<file path="src/rtl/game_nxn_pkg.sv">
// Shared types for the NxN game-state block: status codes, FSM states, scan directions.
// Latency: n/a (types and constants only).
// Backpressure: n/a.
package game_nxn_pkg;

  // Encoding seen by the display/control logic on game_status.
  typedef enum logic [2:0] {
    X_TURN = 3'b000,
    O_TURN = 3'b001,
    X_WIN  = 3'b010,
    O_WIN  = 3'b011,
    DRAW   = 3'b100
  } status_t;

  typedef enum logic [2:0] {
    X_WAIT,
    O_WAIT,
    AI_WAIT,
    SCAN,
    DONE
  } fsm_t;

  typedef enum logic {
    MOVER_X = 1'b0,
    MOVER_O = 1'b1
  } mover_t;

  // Bit positions in the line checker's per-direction hit vector.
  localparam int DIR_RIGHT  = 0;
  localparam int DIR_DOWN   = 1;
  localparam int DIR_DIAG_R = 2;  // down-right
  localparam int DIR_DIAG_L = 3;  // down-left
  localparam int NUM_DIRS   = 4;

  function automatic status_t win_status(input mover_t m);
    return (m == MOVER_O) ? O_WIN : X_WIN;
  endfunction

endpackage

</file>
<file path="src/rtl/game_state_nxn_if.sv">
// Player/AI move port and board/status outputs of the NxN game-state block.
// Latency: n/a (wiring only).
// Backpressure: AI side is request/valid (ai_req gates ai_move_valid); player side is edge-strobed.
interface game_state_nxn_if #(
  parameter int N  = 3,
  parameter int IW = $clog2(N*N)
);
  localparam int CELLS = N*N;

  logic             move;
  logic [IW-1:0]    next_move;
  logic             ai_enable;
  logic             ai_move_valid;
  logic [IW-1:0]    ai_move;
  logic             ai_req;
  logic [CELLS-1:0] x_state;
  logic [CELLS-1:0] o_state;
  logic [2:0]       game_status;
  logic             busy;
  logic             move_reject;

  // Player / AI engine side.
  modport master (
    output move, next_move, ai_enable, ai_move_valid, ai_move,
    input  ai_req, x_state, o_state, game_status, busy, move_reject
  );

  // Game-state block side.
  modport slave (
    input  move, next_move, ai_enable, ai_move_valid, ai_move,
    output ai_req, x_state, o_state, game_status, busy, move_reject
  );

endinterface

</file>
<file path="src/rtl/game_state_nxn_line_checker.sv">
// Tests the four K-long lines (right, down, down-right, down-left) starting at one cell.
// Latency: combinational.
// Backpressure: none.
module line_checker
  import game_nxn_pkg::*;
#(
  parameter int N  = 3,
  parameter int K  = 3,
  parameter int SW = $clog2(N*N) + 1
) (
  input  logic [N*N-1:0]      board,
  input  logic [SW-1:0]       start,
  output logic [NUM_DIRS-1:0] hit
);

  localparam int CELLS = N*N;

  int   s;
  int   row;
  int   col;
  logic in_range;
  logic fits_r;
  logic fits_d;
  logic fits_l;

  // Indices past the board read as empty, so out-of-board lines never hit.
  function automatic logic cell_at(input logic [CELLS-1:0] b, input int idx);
    logic [CELLS-1:0] sh;
    sh = b >> idx;
    return sh[0];
  endfunction

  // A line only counts if all K cells fit without wrapping rows; then AND along it.
  always_comb begin
    s        = int'(start);
    row      = s / N;
    col      = s % N;
    in_range = (s < CELLS);
    fits_r   = (col + K <= N);
    fits_d   = (row + K <= N);
    fits_l   = (col >= K - 1);
    hit[DIR_RIGHT]  = in_range && fits_r;
    hit[DIR_DOWN]   = in_range && fits_d;
    hit[DIR_DIAG_R] = in_range && fits_r && fits_d;
    hit[DIR_DIAG_L] = in_range && fits_l && fits_d;
    for (int j = 0; j < K; j++) begin
      hit[DIR_RIGHT]  = hit[DIR_RIGHT]  & cell_at(board, s + j);
      hit[DIR_DOWN]   = hit[DIR_DOWN]   & cell_at(board, s + j*N);
      hit[DIR_DIAG_R] = hit[DIR_DIAG_R] & cell_at(board, s + j*(N+1));
      hit[DIR_DIAG_L] = hit[DIR_DIAG_L] & cell_at(board, s + j*(N-1));
    end
  end

endmodule

</file>
<file path="src/rtl/game_state_nxn.sv">
// NxN X/O game-state register: validates moves, takes O from player or AI, scans for K-in-a-row.
// Latency: board bit next cycle; status N*N+1 cycles after an accepted move (busy during scan).
// Backpressure: ai_req gates AI offers; moves during scan/off-turn are dropped, after game end ignored.
module game_state_nxn
  import game_nxn_pkg::*;
#(
  parameter int N  = 3,
  parameter int K  = 3,
  parameter int IW = $clog2(N*N)
) (
  input  logic           clk,
  input  logic           rst,
  game_state_nxn_if.slave gs
);

  localparam int CELLS = N*N;
  localparam int SW    = IW + 1;
  localparam logic [SW-1:0] CELLS_W  = SW'(CELLS);
  localparam logic [SW-1:0] LAST_IDX = SW'(CELLS - 1);

  fsm_t             state_q, state_d;
  logic [CELLS-1:0] x_q, x_d;
  logic [CELLS-1:0] o_q, o_d;
  status_t          status_q, status_d;
  mover_t           mover_q, mover_d;
  logic [SW-1:0]    scan_q, scan_d;
  logic             hit_q, hit_d;
  logic             reject_q, reject_d;
  logic             ai_req_q, ai_req_d;
  logic             move_q;

  logic             move_edge;
  logic             offer;
  logic [IW-1:0]    cand;
  logic [CELLS-1:0] occupied;
  logic [CELLS-1:0] occ_sh;
  logic [CELLS-1:0] cand_bit;
  logic             legal;
  logic             board_full;
  logic [CELLS-1:0] scan_board;
  logic [NUM_DIRS-1:0] line_hit;
  logic             win_now;

  assign move_edge  = gs.move & ~move_q;
  assign occupied   = x_q | o_q;
  assign occ_sh     = occupied >> cand;
  assign cand_bit   = CELLS'(1) << cand;
  assign legal      = ({1'b0, cand} < CELLS_W) && !occ_sh[0];
  assign board_full = &occupied;
  assign scan_board = (mover_q == MOVER_O) ? o_q : x_q;

  line_checker #(
    .N  (N),
    .K  (K),
    .SW (SW)
  ) u_line_checker (
    .board (scan_board),
    .start (scan_q),
    .hit   (line_hit)
  );

  // Delayed copy of the player strobe for rising-edge detection.
  always_ff @(posedge clk or negedge rst) begin
    if (!rst) move_q <= 1'b0;
    else      move_q <= gs.move;
  end

  // Pick which source may offer a move this cycle; only the turn's own source is looked at.
  always_comb begin
    offer = 1'b0;
    cand  = gs.next_move;
    case (state_q)
      X_WAIT:  offer = move_edge;
      O_WAIT:  offer = move_edge & ~gs.ai_enable;
      AI_WAIT: begin
        offer = ai_req_q & gs.ai_move_valid;
        cand  = gs.ai_move;
      end
      default: offer = 1'b0;
    endcase
  end

  // Next-state and datapath updates: move validation, scan sequencing, outcome resolution.
  always_comb begin
    state_d  = state_q;
    x_d      = x_q;
    o_d      = o_q;
    status_d = status_q;
    mover_d  = mover_q;
    scan_d   = scan_q;
    hit_d    = hit_q;
    reject_d = 1'b0;
    ai_req_d = ai_req_q;
    win_now  = hit_q | (|line_hit);
    case (state_q)
      X_WAIT, O_WAIT, AI_WAIT: begin
        if (offer) begin
          if (legal) begin
            if (state_q == X_WAIT) begin
              x_d     = x_q | cand_bit;
              mover_d = MOVER_X;
            end else begin
              o_d     = o_q | cand_bit;
              mover_d = MOVER_O;
            end
            ai_req_d = 1'b0;
            scan_d   = '0;
            hit_d    = 1'b0;
            state_d  = SCAN;
          end else begin
            reject_d = 1'b1;
          end
        end
      end
      SCAN: begin
        hit_d = win_now;
        if (scan_q == LAST_IDX) begin
          if (win_now) begin
            status_d = win_status(mover_q);
            state_d  = DONE;
          end else if (board_full) begin
            status_d = DRAW;
            state_d  = DONE;
          end else if (mover_q == MOVER_X) begin
            status_d = O_TURN;
            // AI mode is decided once, on entry to O's turn.
            if (gs.ai_enable) begin
              state_d  = AI_WAIT;
              ai_req_d = 1'b1;
            end else begin
              state_d  = O_WAIT;
            end
          end else begin
            status_d = X_TURN;
            state_d  = X_WAIT;
          end
        end else begin
          scan_d = scan_q + 1'b1;
        end
      end
      DONE:    state_d = DONE;
      default: state_d = X_WAIT;
    endcase
  end

  // State and board registers; reset clears everything including a scan in flight.
  always_ff @(posedge clk or negedge rst) begin
    if (!rst) begin
      state_q  <= X_WAIT;
      x_q      <= '0;
      o_q      <= '0;
      status_q <= X_TURN;
      mover_q  <= MOVER_X;
      scan_q   <= '0;
      hit_q    <= 1'b0;
      reject_q <= 1'b0;
      ai_req_q <= 1'b0;
    end else begin
      state_q  <= state_d;
      x_q      <= x_d;
      o_q      <= o_d;
      status_q <= status_d;
      mover_q  <= mover_d;
      scan_q   <= scan_d;
      hit_q    <= hit_d;
      reject_q <= reject_d;
      ai_req_q <= ai_req_d;
    end
  end

  assign gs.x_state     = x_q;
  assign gs.o_state     = o_q;
  assign gs.game_status = status_q;
  assign gs.busy        = (state_q == SCAN);
  assign gs.move_reject = reject_q;
  assign gs.ai_req      = ai_req_q;

endmodule

</file>
<file path="src/flat_wrapper.sv">
// flat-port wrapper written by rule: the top's interface ports become plain ports
module game_state_nxn_flat import game_nxn_pkg::*;
#(
  parameter int N  = 3,
  parameter int K  = 3,
  parameter int IW = $clog2(N*N)
)
  (clk, rst, gs_move, gs_next_move, gs_ai_enable, gs_ai_move_valid, gs_ai_move, gs_ai_req, gs_x_state, gs_o_state, gs_game_status, gs_busy, gs_move_reject);
  game_state_nxn_if #(.N(N), .IW(IW)) gs_i ();
  input  logic clk;
  input  logic rst;
  input wire logic [$bits(gs_i.move)-1:0] gs_move;
  input wire logic [$bits(gs_i.next_move)-1:0] gs_next_move;
  input wire logic [$bits(gs_i.ai_enable)-1:0] gs_ai_enable;
  input wire logic [$bits(gs_i.ai_move_valid)-1:0] gs_ai_move_valid;
  input wire logic [$bits(gs_i.ai_move)-1:0] gs_ai_move;
  output wire logic [$bits(gs_i.ai_req)-1:0] gs_ai_req;
  output wire logic [$bits(gs_i.x_state)-1:0] gs_x_state;
  output wire logic [$bits(gs_i.o_state)-1:0] gs_o_state;
  output wire logic [$bits(gs_i.game_status)-1:0] gs_game_status;
  output wire logic [$bits(gs_i.busy)-1:0] gs_busy;
  output wire logic [$bits(gs_i.move_reject)-1:0] gs_move_reject;
  assign gs_i.move = gs_move;
  assign gs_i.next_move = gs_next_move;
  assign gs_i.ai_enable = gs_ai_enable;
  assign gs_i.ai_move_valid = gs_ai_move_valid;
  assign gs_i.ai_move = gs_ai_move;
  assign gs_ai_req = gs_i.ai_req;
  assign gs_x_state = gs_i.x_state;
  assign gs_o_state = gs_i.o_state;
  assign gs_game_status = gs_i.game_status;
  assign gs_busy = gs_i.busy;
  assign gs_move_reject = gs_i.move_reject;
  game_state_nxn #(.N(N), .K(K), .IW(IW)) u_core (.clk(clk), .rst(rst), .gs(gs_i));
endmodule
</file>
<file path="config.mk">
export PLATFORM = sky130hd
export DESIGN_NAME = game_state_nxn_flat
export DESIGN_NICKNAME = d
export VERILOG_FILES = /design/src/rtl/game_nxn_pkg.sv /design/src/rtl/game_state_nxn_if.sv /design/src/rtl/game_state_nxn_line_checker.sv /design/src/rtl/game_state_nxn.sv /design/src/flat_wrapper.sv
export SDC_FILE = /design/constraint.sdc
export NUM_CORES = 1
export LEC_CHECK = 0
export BUFFER_PORTS_ARGS = -buffer_cell sky130_fd_sc_hd__buf_2
export CAP_MARGIN = 20
export CORE_ASPECT_RATIO = 1.75
export CORE_MARGIN = 2
export CORE_UTILIZATION = 36
export DETAILED_ROUTE_END_ITERATION = 16
export GPL_ROUTABILITY_DRIVEN = 1
export PLACE_DENSITY = 0.53
export SLEW_MARGIN = 20
export SYNTH_ARGS = -nofsm -noshare
export SYNTH_HDL_FRONTEND = slang
export SYNTH_SLANG_ARGS = --single-unit
</file>
<file path="constraint.sdc">
create_clock -name clk -period 5.43 [get_ports clk]
set_input_delay 1.629 -clock clk [delete_from_list [all_inputs] [get_ports clk]]
set_output_delay 1.629 -clock clk [all_outputs]
set_load 0.005 [all_outputs]
</file>
==> impl_metrics.env <==
export IMPL_r2r_start="u_core.scan_q[3]"
export IMPL_status="complete, no violations"
export IMPL_hold_slack_ns=0.473
export IMPL_worst_pin_slew_ns=0.783
export IMPL_synth_edf_count=0
export IMPL_cts_max_path_buffers=2
export IMPL_vias=3033
export IMPL_antenna_found_initial=0
export IMPL_drive_above_1_share=0.209
export IMPL_clock_sinks=34
export IMPL_powerDensity_nw_per_um2=795
export IMPL_cts_repair_resized=0
export IMPL_wirelength_um=9780
export IMPL_worstHoldPathType="register to register"
export IMPL_cp_end_kind="register"
export IMPL_drc=0
export IMPL_ys_seq_area_frac=0.274
export IMPL_startpoint_type="register"
export IMPL_dieArea_um2=9420
export IMPL_rsz0062_at_grt="no"
export IMPL_syn_nets=398
export IMPL_setup_ws_ns=0.410
export IMPL_dpl_worst_slack_ns=0.457
export IMPL_crit_type="register to register"
export IMPL_period_minus_slack_ns=5.02
export IMPL_p_leak_nw=1.73
export IMPL_crit_fanout=8
export IMPL_grt_pass1_wl_um=15900
export IMPL_fmax_mhz=199
export IMPL_globalRouteTotalUtil=0.222
export IMPL_fillCellCount=880
export IMPL_portBuffers=36
export IMPL_hold_buffers=0
export IMPL_fin_util=0.436
export IMPL_wl_per_cell_um=18.4
export IMPL_worstSkewPairLatency_ns=0.28
export IMPL_start_util=0.371
export IMPL_rows=44
export IMPL_ys_warn_count=0
export IMPL_slew_headroom=0.478
export IMPL_crit_start="u_core.scan_q[3]"
export IMPL_synth_area_per_cell_um2=8.26
export IMPL_dp_hpwl_um=7670
export IMPL_ant_nets=0
export IMPL_r2r_end="u_core.gs.game_status[0]"
export IMPL_ff_latch_area_um2=851
export IMPL_maxCapViolCount=0
export IMPL_final_area_um2=3640
export IMPL_synthCells=376
export IMPL_reg2regPathDepth=23
export IMPL_peakVddDrop_v=0.000369
export IMPL_io_pins=37
export IMPL_period_share=0.924
export IMPL_synth_seq_cells=34
export IMPL_hold_viol=0
export IMPL_grt_pass1_vias=3138
export IMPL_crit_path_end="u_core.gs.game_status[0]"
export IMPL_postSynth_asyncResetShare=1.00
export IMPL_yosysUniqueCellTypes=73
export IMPL_grt_overflow_total=0
export IMPL_crit_arrival_ns=5.23
export IMPL_die_x_um=74.2
export IMPL_vias_per_cell=5.71
export IMPL_numCtsBuffers=5
export IMPL_tritoncts="yes"
export IMPL_drtIter0Drc=119
export IMPL_fin_skew_ns=0.00410
export IMPL_postPlaceCellArea_um2=3470
export IMPL_cts_root_buf="clkbuf_16"
export IMPL_htree_levels=2
export IMPL_syn_to_final_growth_pct=17.3
export IMPL_finalNetCount=437
export IMPL_r2r_setup_slack_ns=0.41
export IMPL_multiInputGateArea_um2=2130
export IMPL_slew_violations=0
export IMPL_final_setup_tns_ns=0
export IMPL_diodes=0
export IMPL_dieHeight_um=127
export IMPL_core_area_um2=8370
export IMPL_dp_cells=523
export IMPL_setup_viol=0
export IMPL_cp_required_ns=5.64
export IMPL_grt_max_degree=35
export IMPL_place_gp_congestion=0.947
export IMPL_synthFlopType="dfrtp_1"
export IMPL_clk_pin_slew_ns=0.05
export IMPL_drt_pre_antenna_iters=4
export IMPL_netlist_area_um2=3110
export IMPL_post_cts_buffers=0
export IMPL_final_cells=531
export IMPL_p_total_mw=2.90
-- cell usage in the layout, fill, tap and decap left out, types with 7 or more instances in the layout --
cell	instances
nand2_1	38
buf_4	14
o21ai_0	13
o21bai_1	11
a21oi_1	19
a21o_1	12
nor3_1	12
inv_1	18
o31ai_1	8
xnor2_1	8
mux2i_1	11
ha_1	9
buf_2	36
nand3_1	7
dfrtp_1	34
nor2_1	43
-- state kept, by name (all words and copies together), names as in the netlist --
register / flops
u_core.state_q: 3
u_core.gs.x_state: 9
u_core.move_q: 1
u_core.mover_q: 1
u_core.gs.o_state: 9
u_core.hit_q: 1
u_core.scan_q: 5
u_core.gs.game_status: 3
u_core.gs.ai_req: 1
u_core.gs.move_reject: 1
-- logic make-up after synthesis --
group	after synthesis	share of synthesized area
AOI/OAI and AO/OA	115	0.282
buffers and inverters	37	0.0455
xor gates and xnor gates	9	0.0254
DFF	34	0.274
adders and majority gates	9	0.0362
and+or+nand+nor	154	0.262
muxes	18	0.0753
-- Yosys cell counts (8+ instances only) --
library cell   n  area (µm²)
inv_1         18        67.6
xnor2_1        8        70.1
o21bai_1      11        82.6
nor3_1        12        60.1
a21oi_1       19        95.1
mux2i_1       11         110
nor2_1        43         161
dfrtp_1       34         851
o21ai_0       13        65.1
o31ai_1        8        60.1
nand2_1       38         143
a21o_1        12        90.1
ha_1           9         113
clkbuf_1      15        56.3
-- report_power, final --
part           internal [mW]  switching (mW)  total [mW]
Sequential             0.323          0.0922       0.415
Clock                  0.207           0.106       0.313
Combinational          0.887            1.28        2.17
-- worst max-delay path, stage by stage, from the launching register on --
cell       delay, ns
dfrtp_1         0.37
and2b_4         0.32
inv_2           0.09
ha_1            0.29
o21ba_1         0.21
a31oi_1         0.23
nor2_1          0.13
ha_1            0.22
a21oi_1         0.17
o31ai_1         0.15
nor3_2          0.19
xnor2_1         0.11
ha_1            0.28
a221oi_4        0.27
and3_2          0.28
ha_1            0.18
xnor2_1         0.07
or4_1           0.41
a21o_1          0.19
o21a_1          0.16
inv_1           0.07
o2111ai_2       0.14
a31o_1          0.26
a31oi_1         0.16
-- area by class of cell --
cell class	count	area share
Sequential cell	34	0.233
Clock buffer	8	0.0457
Tap cell	115	0.0395
Timing Repair Buffer	50	0.0783
Multi-Input combinational cell	305	0.584
Inverter	19	0.0196
-- worst min-delay path by stage --
stage	start	end	cells past startpoint
after floorplan	u_core.gs.game_status[2]	u_core.gs.game_status[2]	2
after global placement	u_core.gs.game_status[2]	u_core.gs.game_status[2]	2
after detailed placement	u_core.gs.game_status[2]	u_core.gs.game_status[2]	2
after CTS	u_core.gs.game_status[2]	u_core.gs.game_status[2]	2
after global routing	u_core.gs.game_status[2]	u_core.gs.game_status[2]	2
final	u_core.gs.game_status[2]	u_core.gs.game_status[2]	2
-- metal layers --
| layer | track usage | up-vias | routed length, µm |
|---|---|---|---|
| li1 | - | 1477 | - |
| met1 | 0.220 | 1425 | 3530 |
| met2 | 0.413 | 101 | 5410 |
| met3 | 0.0286 | 30 | 326 |
| met4 | 0.140 | 0 | 513 |
| met5 | 0 | - | 0 |
No activity file was read; power rests on OpenSTA's default activity.
